<file path="src/rtl/drive_responder.sv">
// Car drive responder: registered command decode, OFF/IDLE/FWD/REV motion FSM,
// BCD mileage odometer, per-side blinking turn lamps and 90-degree heading tracker.
module drive_responder #(
  parameter int unsigned TICK_DIV    = 100_000_000,
  parameter int unsigned BLINK_DIV   = 50_000_000,
  parameter int unsigned TURN_CYCLES = 100_000_000
) (
  input  logic        clk,
  input  logic        rst,
  input  logic        power_now,
  input  logic [3:0]  answer,
  output logic        left_lamp,
  output logic        right_lamp,
  output logic [15:0] mileage,
  output logic [1:0]  heading,
  output logic [1:0]  motion,
  output logic        cmd_error
);

  localparam int unsigned TW = (TICK_DIV    > 1) ? $clog2(TICK_DIV)    : 1;
  localparam int unsigned BW = (BLINK_DIV   > 1) ? $clog2(BLINK_DIV)   : 1;
  localparam int unsigned RW = (TURN_CYCLES > 1) ? $clog2(TURN_CYCLES) : 1;

  localparam logic [TW-1:0] TICK_LAST  = TW'(TICK_DIV - 1);
  localparam logic [BW-1:0] BLINK_LAST = BW'(BLINK_DIV - 1);
  localparam logic [RW-1:0] TURN_LAST  = RW'(TURN_CYCLES - 1);

  typedef enum logic [1:0] {
    OFF  = 2'd0,
    IDLE = 2'd1,
    FWD  = 2'd2,
    REV  = 2'd3
  } state_t;

  state_t             state;
  state_t             state_nxt;
  logic [3:0]         cmd;
  logic [3:0]         eff;
  logic               illegal;
  logic               moving;
  logic               turning;
  logic [TW-1:0]      presc;
  logic [RW-1:0]      turn_cnt;
  logic [1:0][BW-1:0] blink_cnt;
  logic [1:0]         lamp;
  logic [1:0]         lamp_prev;

  function automatic logic [15:0] bcd_inc(input logic [15:0] v);
    logic [15:0] r;
    logic        carry;
    r     = v;
    carry = 1'b1;
    for (int unsigned i = 0; i < 4; i++) begin
      if (carry) begin
        if (r[i*4 +: 4] == 4'd9) begin
          r[i*4 +: 4] = 4'd0;
        end else begin
          r[i*4 +: 4] = r[i*4 +: 4] + 4'd1;
          carry       = 1'b0;
        end
      end
    end
    return r;
  endfunction

  always_ff @(posedge clk or negedge rst) begin
    if (!rst) begin
      cmd <= '0;
    end else begin
      cmd <= answer;
    end
  end

  // Illegal combinations and the whole command while OFF collapse to 0000.
  always_comb begin
    illegal   = (cmd[0] & cmd[1]) | (cmd[2] & cmd[3]);
    eff       = '0;
    if ((state != OFF) && !illegal) begin
      eff = cmd;
    end
    cmd_error = illegal && (state != OFF);
    moving    = (state == FWD) || (state == REV);
    turning   = moving && (eff[2] ^ eff[3]);
  end

  always_comb begin
    state_nxt = state;
    if (power_now) begin
      state_nxt = OFF;
    end else begin
      case (state)
        OFF:  state_nxt = IDLE;
        IDLE: begin
          if (eff[0]) begin
            state_nxt = FWD;
          end else if (eff[1]) begin
            state_nxt = REV;
          end
        end
        FWD:  if (!eff[0]) state_nxt = IDLE;
        REV:  if (!eff[1]) state_nxt = IDLE;
        default: state_nxt = OFF;
      endcase
    end
  end

  always_ff @(posedge clk or negedge rst) begin
    if (!rst) begin
      state <= OFF;
    end else begin
      state <= state_nxt;
    end
  end

  // Prescaler is held (not cleared) while idle; only power-off discards it.
  always_ff @(posedge clk or negedge rst) begin
    if (!rst) begin
      presc   <= '0;
      mileage <= '0;
    end else if (power_now) begin
      presc   <= '0;
      mileage <= '0;
    end else if (moving) begin
      if (presc == TICK_LAST) begin
        presc   <= '0;
        mileage <= bcd_inc(mileage);
      end else begin
        presc <= presc + TW'(1);
      end
    end
  end

  always_ff @(posedge clk or negedge rst) begin
    if (!rst) begin
      turn_cnt <= '0;
      heading  <= '0;
    end else if (power_now) begin
      turn_cnt <= '0;
      heading  <= '0;
    end else if (!turning) begin
      turn_cnt <= '0;
    end else if (turn_cnt == TURN_LAST) begin
      turn_cnt <= '0;
      heading  <= eff[3] ? (heading + 2'd1) : (heading - 2'd1);
    end else begin
      turn_cnt <= turn_cnt + RW'(1);
    end
  end

  // Index 0 is the left lamp (cmd[2]), index 1 the right lamp (cmd[3]).
  always_ff @(posedge clk or negedge rst) begin
    if (!rst) begin
      lamp      <= '0;
      lamp_prev <= '0;
      blink_cnt <= '0;
    end else if (power_now) begin
      lamp      <= '0;
      lamp_prev <= '0;
      blink_cnt <= '0;
    end else begin
      for (int unsigned i = 0; i < 2; i++) begin
        lamp_prev[i] <= eff[2+i];
        if (!eff[2+i]) begin
          lamp[i]      <= 1'b0;
          blink_cnt[i] <= '0;
        end else if (!lamp_prev[i]) begin
          lamp[i]      <= 1'b1;
          blink_cnt[i] <= '0;
        end else if (blink_cnt[i] == BLINK_LAST) begin
          lamp[i]      <= ~lamp[i];
          blink_cnt[i] <= '0;
        end else begin
          blink_cnt[i] <= blink_cnt[i] + BW'(1);
        end
      end
    end
  end

  always_comb begin
    left_lamp  = lamp[0];
    right_lamp = lamp[1];
    motion     = state;
  end

endmodule

</file>
<file path="config.mk">
export PLATFORM = sky130hd
export DESIGN_NAME = drive_responder
export DESIGN_NICKNAME = d
export VERILOG_FILES = /design/src/rtl/drive_responder.sv
export SDC_FILE = /design/constraint.sdc
export NUM_CORES = 1
export LEC_CHECK = 0
export ABC_CLOCK_PERIOD_IN_PS = 3350
export BUFFER_PORTS_ARGS = -buffer_cell sky130_fd_sc_hd__buf_4
export CAP_MARGIN = 20
export CORE_AREA = 2 2 115 117
export DETAILED_ROUTE_END_ITERATION = 6
export DIE_AREA = 0 0 117 119
export PLACE_DENSITY = 0.68
export SETUP_SLACK_MARGIN = 0.5
export SLEW_MARGIN = 25
export SYNTH_ARGS = -nofsm -noshare
export SYNTH_HDL_FRONTEND = slang
export SYNTH_SLANG_ARGS = --single-unit
export TNS_END_PERCENT = 5
</file>
<file path="constraint.sdc">
create_clock -name clk -period 3.35 [get_ports clk]
set_clock_uncertainty 0.05 [all_clocks]
set_input_delay 0.1675 -clock clk [delete_from_list [all_inputs] [get_ports clk]]
set_output_delay 0.1675 -clock clk [all_outputs]
set_load 0.005 [all_outputs]
</file>
==> results.py, run 1 <==
metrics = {
    "clock_tree": {
        "cts_sinks": 134,
        "clk_latency_ns": 0.42,
        "cts_root_buf": "clkbuf_16",
        "cts_tree": "yes",
        "clockBufferDepth": 2,
        "cts-buffers-inserted": 17,
        "htree_levels": 4,
        "path_clk_slew_ns": 0.06,
    },
    "synthesis": {
        "post_synth.cell_area_avg_um2": 9.62,
        "synth_xor_area_frac": 0.126,
        "synth-main-ff-cell": "dfrtp_1",
        "yosysMostFrequentCell": "dfrtp_1",
        "synth_fa_ha_area_frac": 0.0220,
        "synth_seq_area_share": 0.492,
        "netlist_area_um2": 6810,
        "synth-edff-count": 0,
        "synthCells": 708,
        "yosysTopAreaCell": "dfrtp_1",
        "synth_top_family_by_area": "simple AND/OR/NAND/NOR gates",
        "synthSimpleGateAreaFrac": 0.279,
        "synth-compound-area-share": 0.0527,
        "ys_ff_latch": 134,
        "muxShareOfSynthArea": 0.00441,
        "synth.area.top_cells": "dfrtp_1 49%, xor2_1 7.6%, nor2_1 7.0%",
        "synth_top_area_frac": 0.492,
        "ys_warn_count": 0,
        "synthArstFlopShare": 1.00,
        "synth_cell_type_count": 55,
        "netlist_top_cells_count": "134 x dfrtp_1, 127 x nor2_1, 59 x xor2_1",
        "synth_nets": 727,
    },
    "setup_path": {
        "crit_path_end_kind": "flip-flop",
        "cp.required_ns": 3.63,
        "critPathKind": "flip-flop to flip-flop",
        "critPathMaxFanout": 11,
        "slowest_stage": "or4b_1",
        "critPathLaunch": "presc[0]",
        "cp-start-kind": "flip-flop",
        "critPathArrivalTime_ns": 2.86,
        "slowest_delay_ns": 0.55,
        "cpLargestDelayFamily": "simple AND/OR/NAND/NOR gates",
        "cp_cell_sequence": "ha_1 > nand4_1 > nor4_2 > nand3_1 > or4b_1 > o21ai_0",
        "crit_buf_inv": 0,
        "reg2reg_from": "presc[0]",
    },
    "sta": {
        "hold_viol_final": 0,
        "grt_setup_unrepaired": "false",
        "period_needed_ns": 2.58,
        "relSlewSlack": 0.424,
        "tightest_slew_ns": 0.864,
        "fmax_ghz": 0.388,
        "fin_crit_sh": 0.770,
        "finalSetupViolCount": 0,
        "holdWs_ns": 0.0914,
        "fin_tns_setup_ns": 0,
        "maxSlewViolCount": 0,
    },
    "floorplan": {
        "die_y_um": 119,
        "die_x_um": 117,
        "core_um2": 12900,
        "dieArea_um2": 13900,
        "num_rows": 42,
        "io_pins": 30,
        "start_util": 0.529,
    },
    "drt": {
        "wl_um": 14300,
        "drc": 0,
        "num_vias": 5242,
        "wl_per_cell_um": 15.2,
        "drt_iter0_drc": 287,
        "ant_nets": 0,
        "viasPerCell": 5.60,
        "dr.pass1.iters": 4,
    },
    "pwr": {
        "p_leak_nw": 3.18,
        "p_per_area_nw_per_um2": 470,
        "peakVddDrop_mv": 0.341,
        "clkPwrFrac": 0.538,
        "switchingPower_mw": 0.736,
        "internal-power_mw": 2.99,
        "seq_power_share": 0.438,
        "combPwrFrac": 0.023,
        "p_sw_frac": 0.197,
    },
    "grt": {
        "grt_pass1_vias": 5385,
        "gr-total-overflow": 0,
        "antenna_found_initial": 0,
        "grt_pass1_wl_um": 24500,
        "grt_max_degree": 72,
        "track_usage": 0.222,
    },
    "placement": {
        "place.gp.congestion": 0.868,
        "io_buffers": 29,
        "post-dp-hpwl_um": 9690,
    },
    "final_layout": {
        "syn2layout_area_growth_pct": 16.4,
        "drive_gt1_frac": 0.0974,
        "diodes": 0,
        "nets": 767,
    },
    "flow_run": {
        "cap_violations": 0,
    },
    "worst_hold_path": {
        "hold_path_class": "primary input to flip-flop",
        "worst_hold_startpoint": "power_now",
    },
    "status": {
        "status": "finished, final reports clean",
    },
}
-- through the flow --
step / cells / total power, mW / instance area (µm²) / util / setup slack (ns)
4_1_cts: 936 / 3.77 / 7920 / 0.615 / 0.629
3_3_place_gp: 900 / 1.74 / 7230 / 0.562 / 0.820
6_report: 936 / 3.73 / 7930 / 0.616 / 0.771
2_1_floorplan: 708 / 1.69 / 6810 / - / 1.15
3_5_place_dp: 900 / 1.75 / 7230 / 0.562 / 0.664
5_1_grt: 936 / 3.85 / 7930 / 0.616 / 0.560
-- layer usage --
layer | vias to the layer above | global-route usage | wire length [µm]
li1 | 2561 | - | -
met1 | 2599 | 0.282 | 6590
met5 | - | 0 | 0
met4 | 0 | 0.0919 | 168
met2 | 62 | 0.367 | 7120
met3 | 20 | 0.0478 | 388
-- layout make-up --
type,instances,area (µm²)
timing repair buffer,41,324
fill,1083,4940
clock buffer,24,502
multi-input combinational,532,3310
tap,176,220
clock inverter,7,141
sequential,134,3350
inverter,22,82.6
-- cell families (layout without fill, tap and decap cells) --
logic type | count (synthesis) | after routing
buffers and inverters | 42 | 94
muxes | 3 | 3
AOI/OAI and AO/OA | 56 | 56
adders and majority gates | 12 | 12
xor gates and xnor gates | 98 | 98
DFF | 134 | 134
and+or+nand+nor | 363 | 363
-- layout by cell type (no fill, tap or decap), types with 6 or more instances in the layout --
| cell type | netlist | final |
|---|---|---|
| and3_1 | 14 | 14 |
| ha_1 | 12 | 12 |
| or3_1 | 12 | 12 |
| or4_1 | 6 | 6 |
| o21ai_0 | 11 | 11 |
| buf_4 | 0 | 35 |
| inv_1 | 20 | 20 |
| xor2_1 | 59 | 59 |
| a21oi_1 | 17 | 17 |
| xnor2_1 | 39 | 39 |
| dfrtp_1 | 134 | 134 |
| nand2_1 | 47 | 47 |
| nor3_1 | 14 | 14 |
| o211ai_1 | 6 | 6 |
| nand4_1 | 33 | 33 |
| nand3_1 | 50 | 50 |
| and4_1 | 10 | 10 |
| clkbuf_16 | 0 | 17 |
| nor2_1 | 127 | 127 |
| nor4_1 | 13 | 12 |
| nor4b_1 | 8 | 8 |
-- worst paths after layout --
path | to | slack (ns) | depth (start not counted)
max | mileage[5] | 0.77 | 6
min | mileage[2] | 0.09 | 2
max reg2reg | mileage[5] | 0.77 | 6
min reg2reg | blink_cnt[26] | 0.41 | 1
max in group asynchronous | turn_cnt[17] | 2.08 | 3
min in group asynchronous | blink_cnt[47] | 0.28 | 2
-- power by group through the flow --
stage / clock network (mW) / registers, mW / logic [mW]
6_report: 2.01 / 1.63 / 0.0868
5_1_grt: 2.12 / 1.63 / 0.0992
4_1_cts: 2.04 / 1.63 / 0.0900
3_5_place_dp: 0 / 1.66 / 0.0851
3_3_place_gp: 0 / 1.66 / 0.0824
2_1_floorplan: 0 / 1.66 / 0.0294
-- worst reg2reg max path, delay by kind of cell, from the launching register on --
family | cells | cell delay (ns)
AND/OR/NAND/NOR | 4 | 1.72
flip-flops | 1 | 0.41
adder cells (fa/ha/maj) | 1 | 0.22
AO/OA/AOI/OAI | 1 | 0.10
-- timing repair --
| item | in CTS | in global routing |
|---|---|---|
| endpoints found under the hold margin | 73 | 0 |
| endpoints found under the setup margin | 0 | 4 |
| hold buffers | 5 | 0 |
| gates resized for setup | 0 | 1 |
| setup buffers | 0 | 0 |
-- state kept, by name, summed over array words and instances (netlist names) --
register / cells
presc: 27
lamp: 2
blink_cnt: 52
lamp_prev: 2
turn_cnt: 27
mileage: 16
motion: 2
heading: 2
cmd: 4
Power figures use the tool's default switching activity.
==> inputs of run 2 (changes only) <==
ABC_CLOCK_PERIOD_IN_PS = 2250   (was 3350)
PLACE_DENSITY = 0.71   (was 0.68)
clock period = 2.25 ns   (was 3.35 ns; I/O delays follow)
==> run 2 against run 1 <==
  * Global-route usage up 1.7 points
  * Via count increased by 5.4%
  * Count of clock-buffer cells in the layout shrank 2
  * Fmax increased by 18%
  * Sequential share of layout area shrank 3.2 points
  * Clock power rose by 28%
  * Register-to-register slack worse by 0.70 ns
  * Combinational power up 79%
  * Power rose by 39%
  * Die area is the same
  * Cell area increased by 8.3%
==> results.py, run 2 (synthesis gave the netlist of run 1 again) <==
metrics = {
    "grt": {
        "antenna_found_initial": 0,
        "gr-total-overflow": 0,
        "grt_max_degree": 48,
        "track_usage": 0.239,
        "grt_pass1_vias": 5667,
        "grt_pass1_wl_um": 26300,
    },
    "placement": {
        "place.gp.congestion": 0.861,
        "io_buffers": 29,
        "post-place-ws_ns": -0.0901,
        "post-dp-hpwl_um": 10000,
        "place_inst": 927,
    },
    "pwr": {
        "switchingPower_mw": 1.07,
        "clkPwrFrac": 0.499,
        "p_sw_frac": 0.207,
        "peakVddDrop_mv": 0.508,
        "p_leak_nw": 3.42,
        "internal-power_mw": 4.10,
        "combPwrFrac": 0.030,
        "seq_power_share": 0.471,
        "p_per_area_nw_per_um2": 602,
    },
    "drt": {
        "num_vias": 5527,
        "drc": 0,
        "dr.pass1.iters": 5,
        "ant_nets": 0,
        "viasPerCell": 5.70,
        "wl_per_cell_um": 16.0,
        "drt_iter0_drc": 435,
        "wl_um": 15500,
    },
    "clock_tree": {
        "path_clk_slew_ns": 0.05,
        "clk_latency_ns": 0.42,
        "cts_sinks": 134,
        "htree_levels": 4,
        "cts_tree": "yes",
        "clockBufferDepth": 2,
        "cts-buffers-inserted": 17,
        "cts_root_buf": "clkbuf_16",
    },
    "final_layout": {
        "drive_gt1_frac": 0.204,
        "fillers": 992,
        "final_cell_mix": "133 x dfrtp_1, 109 x nor2_1, 66 x buf_4",
        "largest_register_ffs": 52,
        "nets": 805,
        "final_common_cell": "dfrtp_1",
        "regMostFlops": "blink_cnt",
        "multi_input_area_um2": 3700,
        "reg_top3": "blink_cnt: 52 flops, presc: 27 flops, turn_cnt: 27 flops",
        "diodes": 0,
        "syn2layout_area_growth_pct": 26.0,
        "layout.cells.non_filler": 970,
        "seq_area_um2": 3350,
    },
    "sta": {
        "finalSetupViolCount": 0,
        "tightest_slew_ns": 0.642,
        "fin_ws_ns": 0.0736,
        "fin_tns_setup_ns": 0,
        "grt_setup_unrepaired": "true",
        "hold_viol_final": 0,
        "fmax_ghz": 0.459,
        "period_needed_ns": 2.18,
        "maxSlewViolCount": 0,
        "relSlewSlack": 0.568,
        "fin_crit_sh": 0.967,
    },
    "worst_hold_path": {
        "hold_path_class": "primary input to flip-flop",
    },
    "floorplan": {
        "io_pins": 30,
        "num_rows": 42,
        "core_um2": 12900,
        "die_x_um": 117,
        "dieArea_um2": 13900,
        "start_util": 0.529,
        "die_y_um": 119,
    },
    "flow_run": {
        "cap_violations": 0,
    },
    "setup_path": {
        "crit_path_end_kind": "flip-flop",
        "cp.required_ns": 2.54,
        "critPathMaxFanout": 3,
        "critPathKind": "flip-flop to flip-flop",
        "critPathArrivalTime_ns": 2.47,
        "cp-start-kind": "flip-flop",
    },
    "status": {
        "status": "finished, final reports clean",
    },
}
[run 2: power groups by stage]
stage | logic, mW | clock network, mW | registers [mW]
2_1_floorplan | 0.0438 | 0 | 2.47
3_3_place_gp | 0.138 | 0 | 2.47
3_5_place_dp | 0.144 | 0 | 2.47
4_1_cts | 0.154 | 2.62 | 2.43
5_1_grt | 0.176 | 2.73 | 2.43
6_report | 0.155 | 2.58 | 2.43
[run 2: stage by stage]
step,power [mW],hold slack (ns),area [µm²],util
2_1_floorplan,2.52,-0.233,6820,-
4_1_cts,5.21,0.0144,8190,0.636
3_3_place_gp,2.61,0.109,7480,0.581
3_5_place_dp,2.62,0.118,7480,0.581
6_report,5.17,0.0331,8580,0.667
5_1_grt,5.34,0.0509,8580,0.667
[run 2: path summary, 6_finish.rpt]
check,from,endpoint,slack [ns],cells past startpoint
setup / recovery,turn_cnt[1],heading[1],0.07,6
hold / removal,power_now,heading[0],0.03,2
setup reg to reg,turn_cnt[1],heading[1],0.07,6
hold reg to reg,blink_cnt[26],blink_cnt[26],0.44,1
max in group asynchronous,rst,turn_cnt[21],1.26,3
min in group asynchronous,rst,blink_cnt[51],0.21,2
[run 2: area by class of cell]
class,count,share of cell area
Timing Repair Buffer,79,0.0794
Clock buffer,22,0.0576
Clock inverter,5,0.00583
Sequential cell,134,0.391
Tap cell,176,0.0257
Multi-Input combinational cell,532,0.431
Inverter,22,0.00962
[run 2: timing repair]
item / 4_1_cts / 5_1_grt
pin swaps: 6 / 54
hold endpoints to repair: 48 / 0
hold buffers: 5 / 0
buffers inserted: 9 / 2
setup endpoints to repair: 123 / 124
gates resized for setup: 9 / 88
[run 2: layer usage]
metal,up-vias,wire length (µm),GRT usage
met5,-,0,0
met4,0,323,0.101
met3,25,542,0.0494
met2,115,7750,0.389
met1,2741,6910,0.310
li1,2646,-,-
[run 2: worst max-delay path, stage by stage, from the launching register on]
cell	delay (ns)
dfrtp_1	0.40
ha_4	0.16
nand3_2	0.09
or4_4	0.53
a2111o_1	0.40
or3_1	0.33
a21oi_1	0.14
